==> src/rtl/rf_read_arbiter_if.sv <==
// Request/grant/return bundle between the read-port arbiter and its requesters plus the register-file mux.
// master = requesters and register file, slave = arbiter.
interface rf_read_arbiter_if #(
    parameter int NREQ   = 4,
    parameter int ADDR_W = 5,
    parameter int DATA_W = 32
);
    logic [NREQ-1:0]        req;
    logic [NREQ*ADDR_W-1:0] req_addr;
    logic [ADDR_W-1:0]      rf_sel;
    logic [DATA_W-1:0]      rf_data;
    logic [NREQ-1:0]        gnt;
    logic [NREQ-1:0]        rd_valid;
    logic [DATA_W-1:0]      rd_data;
    logic [NREQ-1:0]        pending;
    logic                   overrun;

    modport master (
        output req, req_addr, rf_data,
        input  rf_sel, gnt, rd_valid, rd_data, pending, overrun
    );

    modport slave (
        input  req, req_addr, rf_data,
        output rf_sel, gnt, rd_valid, rd_data, pending, overrun
    );
endinterface

==> src/rtl/rf_read_arbiter.sv <==
// Round-robin sharing of one register-file read port: one buffered request per requester,
// one grant per cycle, registered data returned with a per-requester valid pulse.
module rf_read_arbiter #(
    parameter int NREQ   = 4,
    parameter int ADDR_W = 5,
    parameter int DATA_W = 32
) (
    input logic               clock,
    input logic               reset,
    rf_read_arbiter_if.slave  bus
);
    localparam int PTR_W = $clog2(NREQ);

    logic [PTR_W-1:0]  ptr;
    logic [ADDR_W-1:0] addr_q [NREQ];
    logic [NREQ-1:0]   pending_q;
    logic [NREQ-1:0]   gnt_q;
    logic [NREQ-1:0]   rd_valid_q;
    logic [ADDR_W-1:0] rf_sel_q;
    logic [DATA_W-1:0] rd_data_q;
    logic              overrun_q;

    logic              win_vld;
    logic [PTR_W-1:0]  win_idx;
    logic [NREQ-1:0]   win_oh;

    // Index arithmetic modulo NREQ, which need not be a power of two.
    function automatic logic [PTR_W-1:0] wrap_add(input logic [PTR_W-1:0] base, input int k);
        int s;
        s = int'(base) + k;
        if (s >= NREQ) s = s - NREQ;
        return PTR_W'(s);
    endfunction

    // NOTE: every always_comb output gets a default first so no path leaves it unassigned (no latch).
    always_comb begin
        win_vld = 1'b0;
        win_idx = '0;
        for (int k = 0; k < NREQ; k++) begin
            if (!win_vld && pending_q[wrap_add(ptr, k)]) begin
                win_vld = 1'b1;
                win_idx = wrap_add(ptr, k);
            end
        end
        win_oh = win_vld ? (NREQ'(1) << win_idx) : '0;
    end

    // NOTE: state registers use non-blocking assignments so every flop samples pre-edge values.
    // NOTE: the small address buffer is reset too, keeping rf_sel free of X after the first grant.
    always_ff @(posedge clock or posedge reset) begin
        if (reset) begin
            pending_q  <= '0;
            gnt_q      <= '0;
            rd_valid_q <= '0;
            overrun_q  <= 1'b0;
            rf_sel_q   <= '0;
            rd_data_q  <= '0;
            ptr        <= '0;
            for (int i = 0; i < NREQ; i++) addr_q[i] <= '0;
        end else begin
            // A new request overrides a same-edge grant clear; otherwise a pending slot drops it.
            for (int i = 0; i < NREQ; i++) begin
                if (bus.req[i] && (!pending_q[i] || win_oh[i]))
                    addr_q[i] <= bus.req_addr[i*ADDR_W +: ADDR_W];
            end
            pending_q <= bus.req | (pending_q & ~win_oh);
            overrun_q <= |(bus.req & pending_q & ~win_oh);

            gnt_q <= win_oh;
            if (win_vld) begin
                rf_sel_q <= addr_q[win_idx];
                ptr      <= wrap_add(win_idx, 1);
            end

            rd_valid_q <= gnt_q;
            if (|gnt_q) rd_data_q <= bus.rf_data;
        end
    end

    assign bus.rf_sel   = rf_sel_q;
    assign bus.gnt      = gnt_q;
    assign bus.rd_valid = rd_valid_q;
    assign bus.rd_data  = rd_data_q;
    assign bus.pending  = pending_q;
    assign bus.overrun  = overrun_q;
endmodule
==> src/flat_wrapper.sv <==
// flat-port wrapper written by rule: the top's interface ports become plain ports
module rf_read_arbiter_flat 
#(
    parameter int NREQ   = 4,
    parameter int ADDR_W = 5,
    parameter int DATA_W = 32
)
  (clock, reset, bus_req, bus_req_addr, bus_rf_data, bus_rf_sel, bus_gnt, bus_rd_valid, bus_rd_data, bus_pending, bus_overrun);
  rf_read_arbiter_if #(.NREQ(NREQ), .ADDR_W(ADDR_W), .DATA_W(DATA_W)) bus_i ();
  input logic clock;
  input logic reset;
  input wire logic [$bits(bus_i.req)-1:0] bus_req;
  input wire logic [$bits(bus_i.req_addr)-1:0] bus_req_addr;
  input wire logic [$bits(bus_i.rf_data)-1:0] bus_rf_data;
  output wire logic [$bits(bus_i.rf_sel)-1:0] bus_rf_sel;
  output wire logic [$bits(bus_i.gnt)-1:0] bus_gnt;
  output wire logic [$bits(bus_i.rd_valid)-1:0] bus_rd_valid;
  output wire logic [$bits(bus_i.rd_data)-1:0] bus_rd_data;
  output wire logic [$bits(bus_i.pending)-1:0] bus_pending;
  output wire logic [$bits(bus_i.overrun)-1:0] bus_overrun;
  assign bus_i.req = bus_req;
  assign bus_i.req_addr = bus_req_addr;
  assign bus_i.rf_data = bus_rf_data;
  assign bus_rf_sel = bus_i.rf_sel;
  assign bus_gnt = bus_i.gnt;
  assign bus_rd_valid = bus_i.rd_valid;
  assign bus_rd_data = bus_i.rd_data;
  assign bus_pending = bus_i.pending;
  assign bus_overrun = bus_i.overrun;
  rf_read_arbiter #(.NREQ(NREQ), .ADDR_W(ADDR_W), .DATA_W(DATA_W)) u_core (.clock(clock), .reset(reset), .bus(bus_i));
endmodule
==> config.mk <==
export PLATFORM = sky130hd
export DESIGN_NAME = rf_read_arbiter_flat
export DESIGN_NICKNAME = d
export VERILOG_FILES = /design/src/rtl/rf_read_arbiter_if.sv /design/src/rtl/rf_read_arbiter.sv /design/src/flat_wrapper.sv
export SDC_FILE = /design/constraint.sdc
export NUM_CORES = 1
export LEC_CHECK = 0
export BUFFER_PORTS_ARGS = -buffer_cell sky130_fd_sc_hd__buf_2
export CORE_ASPECT_RATIO = 2
export CORE_MARGIN = 4
export CORE_UTILIZATION = 35
export DETAILED_ROUTE_END_ITERATION = 12
export PLACE_DENSITY = 0.67
export SYNTH_ARGS = -nofsm -noshare
export SYNTH_HDL_FRONTEND = slang
export SYNTH_SLANG_ARGS = --single-unit
export TNS_END_PERCENT = 1
==> constraint.sdc <==
create_clock -name clock -period 2.8 [get_ports clock]
set_input_delay 0.28 -clock clock [delete_from_list [all_inputs] [get_ports clock]]
set_output_delay 0.28 -clock clock [all_outputs]
set_load 0.01 [all_outputs]
==> results list, run 1 <==
- Global routing finished with a remaining overflow of 0.
- Final worst-path cycle share: 69.4%
- For the final routed database, the setup TNS stands at 0 ps.
* DP Wirelength: 5150 microns
* Largest area contributor in the synthesized netlist: dfrtp_1
* First-pass GRT wire length: 10,600 microns
* Leading cell types in the layout, fill and taps excluded: buf_2, dfrtp_1, mux2_2
- H-tree lvl count: 3
- Synthesized area divided by synthesized cell count: 14.4 sq um
- In this run the tool buffered the top-level ports with 107 buffer cells.
- Outcome: finished, final reports clean
- CTS clk-pin slew, worst paths: 60 ps
- CP Class: flop to flop
- All-Layer GR Usage: 14.3%
- In this run the core area contains 46 standard-cell rows.
- The smallest clock period supported by the final layout is computed as 1940 ps.
* Post-synthesis share of cell area spent on xor and xnor gates: 0%
* Final net count: 377
- The later pin in the worst-skew pair is clocked with a latency of 320 ps.
- Count of unique library cells instantiated by Yosys: 32
- Max IR drop VDD: 605 uV
- After detailed routing, the number of remaining DRC violations is 0.
- Placement Setup Slack: 876 ps
- Drt total wl: 6750 microns
- Antenna Cells: 0
* Clk root buf: clkbuf_16
- Vias/cell: 4.82
* Netlist Area Pre-Place: 2920 sq um
* Post-synthesis mux area share: 23.5%
* Count of yosys warnings during synthesis: 0
- Max-cap violation count: 0
- Main combinational cell family by area after synthesis: multiplexers
* Post-synthesis cell count: 203
* Synthesis-to-layout area growth: 33.3%
- For this run, the top clock speed supported by timing is 515 MHz.
* Type of the most critical hold path: input pin to asynchronous set/reset pin
* Signal arrival time at the worst endpoint: 2150 ps
- RSZ-0062 raised after global routing: no
- Max Slew Vio Count: 0
* Number of fill cells: 732
- Along the worst path, the maximum fanout reaches 15.
- After synthesis, flip-flops and latches occupy 61.8% of the total area.
* Register area: 1800 sq um
- Leaving out fill and tap cells, the most frequent cell in the layout is buf_2.
- CP endpoint kind: flop
- Number of flip-flops and latches in the synthesized netlist: 72
- The tree built by TritonCTS fans out to 72 sinks.
- Number of DRC markers after the initial detailed-route iteration: 66
- Area of combinational cells with multiple inputs: 1050 sq um
- Nets in the synthesized netlist: 261
* Setup repair bufs after CTS: 0
- Cells with a size suffix above 1 make up 57.7% of the layout.
- Routability-driven placement finished with a final weighted congestion of 0.901.
- The final count of hold timing violations came to 0.
- Dividing the detail-routed wire length by the instance count gives 16.1 microns.
* First-pass DRT Iterations: 4
- Total via count after detailed routing: 2,024
- Deepest clock path buffer count: 2
- The detail route stage leaves a number of antenna-violating nets equal to 0.
- Number of buffers created by CTS: 9
- The die is 137 microns tall.
* Post-synthesis simple-gate area fraction: 5.54%
- In the post-synthesis netlist, the biggest area contributors are dfrtp_1, mux2_2, mux2i_1, a221oi_1, nor2_1.
- For the pin with the worst max-slew slack, the measured transition is 960 ps.
- 108 I/O pins were placed.
- Initial Utilization: 36.4%
* Resized cells post-CTS: 0
- TritonCTS built the clock tree.
- Static power due to leakage: 1.89 nW
* Worst endpoint required time: 3010 ps
- Pwr Total: 5.21 mW
* Die footprint: 9940 sq um
* Number of antenna violations at the first check in global routing: 0
* Setup WS post-layout: 858 ps
- Die width: 72.5 microns
- Kind of start point of the critical path: flop
* Number of buffers inserted by hold repair at cts: 0
- The worst pin sits at a relative slew slack of 35.9%.
- Number of endpoints failing setup at the final stage: 0
- Largest net degree at the start of global routing: 47
* Top cell type's share of synthesized area: 61.8%
* Area of the core region: 8000 sq um
- Between clock sinks in the finished design, the worst skew comes to 4.71 ps.
- Power spread over the standard cell area amounts to 1340 nW/um^2.
- Area share of fa/ha/maj cells after synthesis: 0%
- Number of global-route vias before repair: 2,143
* Share of the synthesized area in compound gates (AO/OA/AOI/OAI): 6.78%
## final cells by class
type / count / share of cell area (%)
inverters: 9 / 0.869
well taps: 96 / 3.09
clock inverters: 5 / 2.03
clock buffers: 11 / 6.25
repair buffers: 110 / 14.4
multi-input cells: 117 / 27.0
flip-flops and latches: 72 / 46.4
## sequential cells by signal (all words and copies together), names as in the netlist
signal               flops
u_core.addr_q           20
u_core.bus.pending       4
u_core.bus.overrun       1
u_core.bus.rf_sel        5
u_core.bus.gnt           4
u_core.bus.rd_valid      4
u_core.bus.rd_data      32
u_core.ptr               2
## cell usage after synthesis
cell type / instances
a2bb2oi_1: 1
nor2_1: 11
o21a_1: 1
inv_1: 9
or3_1: 1
o21ai_0: 3
nand2_1: 6
a221oi_1: 6
nor2b_4: 1
a21oi_1: 5
nand2b_1: 4
buf_2: 4
o31a_2: 1
buf_8: 1
o221ai_1: 1
o21ai_1: 1
a211oi_2: 1
nand2b_2: 1
and3_1: 1
o211ai_1: 1
mux2_2: 50
a21boi_2: 1
o22ai_1: 1
dfrtp_1: 72
mux2i_1: 10
o22ai_4: 1
mux2_1: 2
and3_4: 1
nor4_1: 1
or2_2: 2
and3_2: 1
a21o_1: 1
## through the flow
step / hold WS, ps / cells / util (%) / cell area (sq um)
2_1_floorplan: 383 / 203 / - / 2920
3_3_place_gp: 409 / 404 / 44.6 / 3560
3_5_place_dp: 405 / 404 / 44.6 / 3560
4_1_cts: 154 / 420 / 48.6 / 3890
5_1_grt: 167 / 420 / 48.6 / 3890
6_report: 165 / 420 / 48.6 / 3890
## report_power, final
group | total [mW] | internal (mW) | leakage (nW) | switching [mW]
Sequential | 1.91 | 1.57 | 0.843 | 0.345
Clock | 1.21 | 0.804 | 0.160 | 0.410
Combinational | 2.08 | 1.08 | 0.891 | 1.00
## metal layers
| layer | wire (microns) | track usage, % | vias up |
|---|---|---|---|
| met5 | 0 | 0 | - |
| met1 | 2260 | 14.2 | 990 |
| met3 | 373 | 3.60 | 13 |
| li1 | - | - | 958 |
| met2 | 3890 | 25.5 | 63 |
| met4 | 232 | 9.03 | 0 |
## cell families (layout without fill, tap and decap cells)
family | after synthesis | after routing
simple gates | 30 | 30
flops | 72 | 72
compound gates | 25 | 25
mux | 62 | 62
buf+inv | 14 | 135
## worst paths after layout
kind,from,to,cells after the start,slack [ps]
hold reg to reg,u_core.bus.gnt[1],u_core.bus.rd_valid[1],0,420
hold / removal,reset,u_core.bus.rd_data[18],2,170
min in group clock,bus_req[3],u_core.bus.pending[3],3,170
max in group asynchronous,reset,u_core.bus.pending[2],3,1850
setup / recovery,u_core.bus.pending[3],u_core.bus.rf_sel[0],5,860
setup reg to reg,u_core.bus.pending[3],u_core.bus.rf_sel[0],5,860
## critical path, cell delays in order, from the launching register on
cell and delay [ps]:
dfrtp_1 470, nand2b_1 210, and3_4 200, o22ai_4 420
mux2i_1 180, a221oi_1 350
(Power assumes the default switching activity.)
==> run 2: changes to the inputs <==
- PLACE_DENSITY: 0.67 -> 0.69
- clock period: 2.8 -> 1.67 ns (I/O delays scaled with it)
==> results list, run 2 (synthesis results as in run 1) <==
- Outcome: finished, violations left
- Violated checks: setup timing
* Total via count after detailed routing: 2,178 (+7.6%)
* Routability cong.: 0.908 (+0.82%)
- The measured slew at the worst slew-check pin came to 388 ps (-572 ps).
- The number of antenna violations at the first check in global routing was 0 (unchanged).
* Total number of clock tree sinks: 72 (unchanged)
* Max Slew Vio Count: 0 (unchanged)
- Leaving out fill and tap cells, the most frequent cell in the layout is buf_2.
- Antenna Cells: 0 (unchanged)
- The detailed-route vias per instance came to 4.82 (about the same).
- Highest clock rate: 589 MHz (+14%)
* Final net count: 409 (+8.5%)
* Number of global-route vias before repair: 2,409 (+12%)
- The required time reported for the critical path endpoint was 1880 ps (-1130 ps).
* Remaining number of nets flagged by the antenna check after routing: 0 (unchanged)
* Deepest clock path buffer count: 2 (unchanged)
- The post-route clock period utilization was 102% (+32 points).
- The total length of routed wires was 7550 microns (+12%).
* H-tree lvl count: 3 (unchanged)
- Type of the most critical hold path: input pin to flop
- Count of port buffers added during placement: 107 (unchanged)
- Static power due to leakage: 2.08 nW (+10%)
- The standard-cell row count was 46 (unchanged).
* Worst-case headroom to the max-slew limit: 74.1% (+38 points)
- Die footprint: 9940 sq um (unchanged)
- The worst hold-check slack is 53.8 ps (-112 ps).
- TritonCTS built the clock tree.
* Setup WS post-layout: -27.7 ps (-886 ps)
- The cell area after placement is 3760 sq um (+5.4%).
- The fill cell instance count of the final layout is 694 (-5.2%).
* Max IR drop VDD: 1140 uV (+88%)
* Clk root buf: clkbuf_16
* Kind of start point of the critical path: flop
- Layout Cell Area excl Fill: 4280 sq um (+10%)
* Area of the core region: 8000 sq um (unchanged)
- CP Class: flop to flop
- Total gr overflow: 0 (unchanged)
* Signal arrival time at the worst endpoint: 1910 ps (-240 ps)
* Die width: 72.5 microns (unchanged)
- First-pass GRT wire length: 11,700 microns (+11%)
* Ratio of cells with drive above 1 in the final layout: 65.7% (+8.0 points)
- The number of failing setup endpoints in the final timing report is 14 (+14).
- Slowest stage cell, crit path: dfrtp_2
- Highest fanout seen on the critical path: 5 (-10)
* Largest net degree at the start of global routing: 73 (+55%)
- CTS clk-pin slew, worst paths: 60 ps (about the same)
- Number of DRC markers after the initial detailed-route iteration: 78 (+18%)
- The initial core utilization came to 36.4% (unchanged).
- The final count of hold timing violations was 0 (unchanged).
* Max-cap violation count: 0 (unchanged)
- The placed wire-length estimate is 5600 microns (+8.7%).
- Power per cell area: 2370 nW/um^2 (+77%)
* Pwr Total: 10.2 mW (+95%)
* First-pass DRT Iterations: 4 (unchanged)
- The overall track demand over capacity in global routing is 15.9% (+1.6 points).
* Critical Path, Cell by Cell: nor2b_4, o22ai_2, a221oi_2, buf_4, nand2b_4, mux2_2
- CP endpoint kind: flop
- RSZ-0062 raised after global routing: yes
- Leading cell types in the layout, fill and taps excluded: buf_2, dfrtp_1, mux2_2
* Final setup skew: 6.45 ps (+1.74 ps)
- Flip-flop count of the largest register after layout: 32 (unchanged)
- Shortest clock period the worst path allows after layout: 1700 ps (-244 ps)
* Number of I/O pins: 108 (unchanged)
* Final sum of negative setup slack: -182 ps (-182 ps)
- The stage delay of the slowest cell on the critical path came to 440 ps (-30 ps).
* Mean routed wirelength per cell: 16.7 microns (+3.9%)
- Number of buffers created by CTS: 9 (unchanged)
* Final routed DRC violation total: 0 (unchanged)
- Placed instance count: 426 (+5.4%)
- Height of the die: 137 microns (unchanged)
- Clk_lat worst skew: 330 ps (about the same)
* Final Instance Count excl. Fillers: 452 (+7.6%)
- From synthesis to final layout, the design area changed by 47.0%.
run 2: cell types whose count changed in the layout (fill, tap and decap cells not counted), moves of 2 or more:
| cell | previous run | this run |
|---|---|---|
| nand2_1 | 6 | 4 |
| buf_12 | 0 | 3 |
| nand2b_4 | 0 | 2 |
| nand2_2 | 0 | 2 |
| a221oi_2 | 0 | 3 |
| buf_4 | 3 | 29 |
| a221oi_1 | 6 | 3 |
| dfrtp_1 | 72 | 68 |
| dfrtp_2 | 0 | 4 |
run 2: critical path, delay by kind of cell (launching register included):
| family | cells | cell delay [ps] |
|---|---|---|
| DFF | 1 | 440 |
| muxes | 1 | 340 |
| AOI/OAI and AO/OA | 2 | 320 |
| buffers and inverters | 1 | 150 |
| and+or+nand+nor | 2 | 330 |
run 2: timing repair:
item | 4_1_cts | 5_1_grt
setup buffers | 8 | 0
gates resized for setup | 17 | 5
hold buffers | 1 | 0
gates cloned | 1 | 0
hold endpoints to repair | 72 | 0
setup endpoints to repair | 29 | 28
pin swaps | 9 | 3
run 2: final cells by class:
cell class                      instances  area [sq um]  area share [%]
Timing Repair Buffer                  141           835            19.5
Multi-Input combinational cell        118          1140            26.7
Inverter                                9          37.5           0.876
Tap cell                               96           120            2.80
Clock inverter                          7           118            2.75
Sequential cell                        72          1810            42.2
Clock buffer                            9           225            5.26
run 2: final timing paths:
| check | startpoint | end | slack, ps | cells past startpoint |
|---|---|---|---|---|
| max | u_core.ptr[0] | u_core.addr_q[6] | -30 | 6 |
| min | bus_rf_data[7] | u_core.bus.rd_data[7] | 50 | 2 |
| max reg2reg | u_core.ptr[0] | u_core.addr_q[6] | -30 | 6 |
| min reg2reg | u_core.bus.gnt[0] | u_core.bus.rd_valid[0] | 420 | 0 |
| max in group asynchronous | reset | u_core.bus.pending[2] | 850 | 4 |
| min in group asynchronous | reset | u_core.bus.rd_data[22] | 470 | 4 |
run 2: power by group:
| part | switching, mW | internal, mW | leakage [nW] |
|---|---|---|---|
| Combinational | 2.13 | 2.66 | 1.08 |
| Sequential | 0.554 | 2.64 | 0.839 |
| Clock | 0.728 | 1.46 | 0.170 |
| Total | 3.41 | 6.76 | 2.08 |
run 2: metrics by stage:
stage,utilization (%),setup WS [ps]
global placement,47.0,-118
CTS,53.2,-31.0
global route,53.6,-110
detailed placement,47.0,-218
floorplan,-,-80.5
finish,53.6,-27.7
run 2: routing by layer:
metal | vias to the layer above | track usage, % | share of wire, %
li1 | 1018 | - | -
met1 | 1074 | 15.1 | 32
met2 | 68 | 29.4 | 59
met3 | 18 | 3.82 | 4.9
met4 | 0 | 9.75 | 3.9
met5 | - | 0 | 0
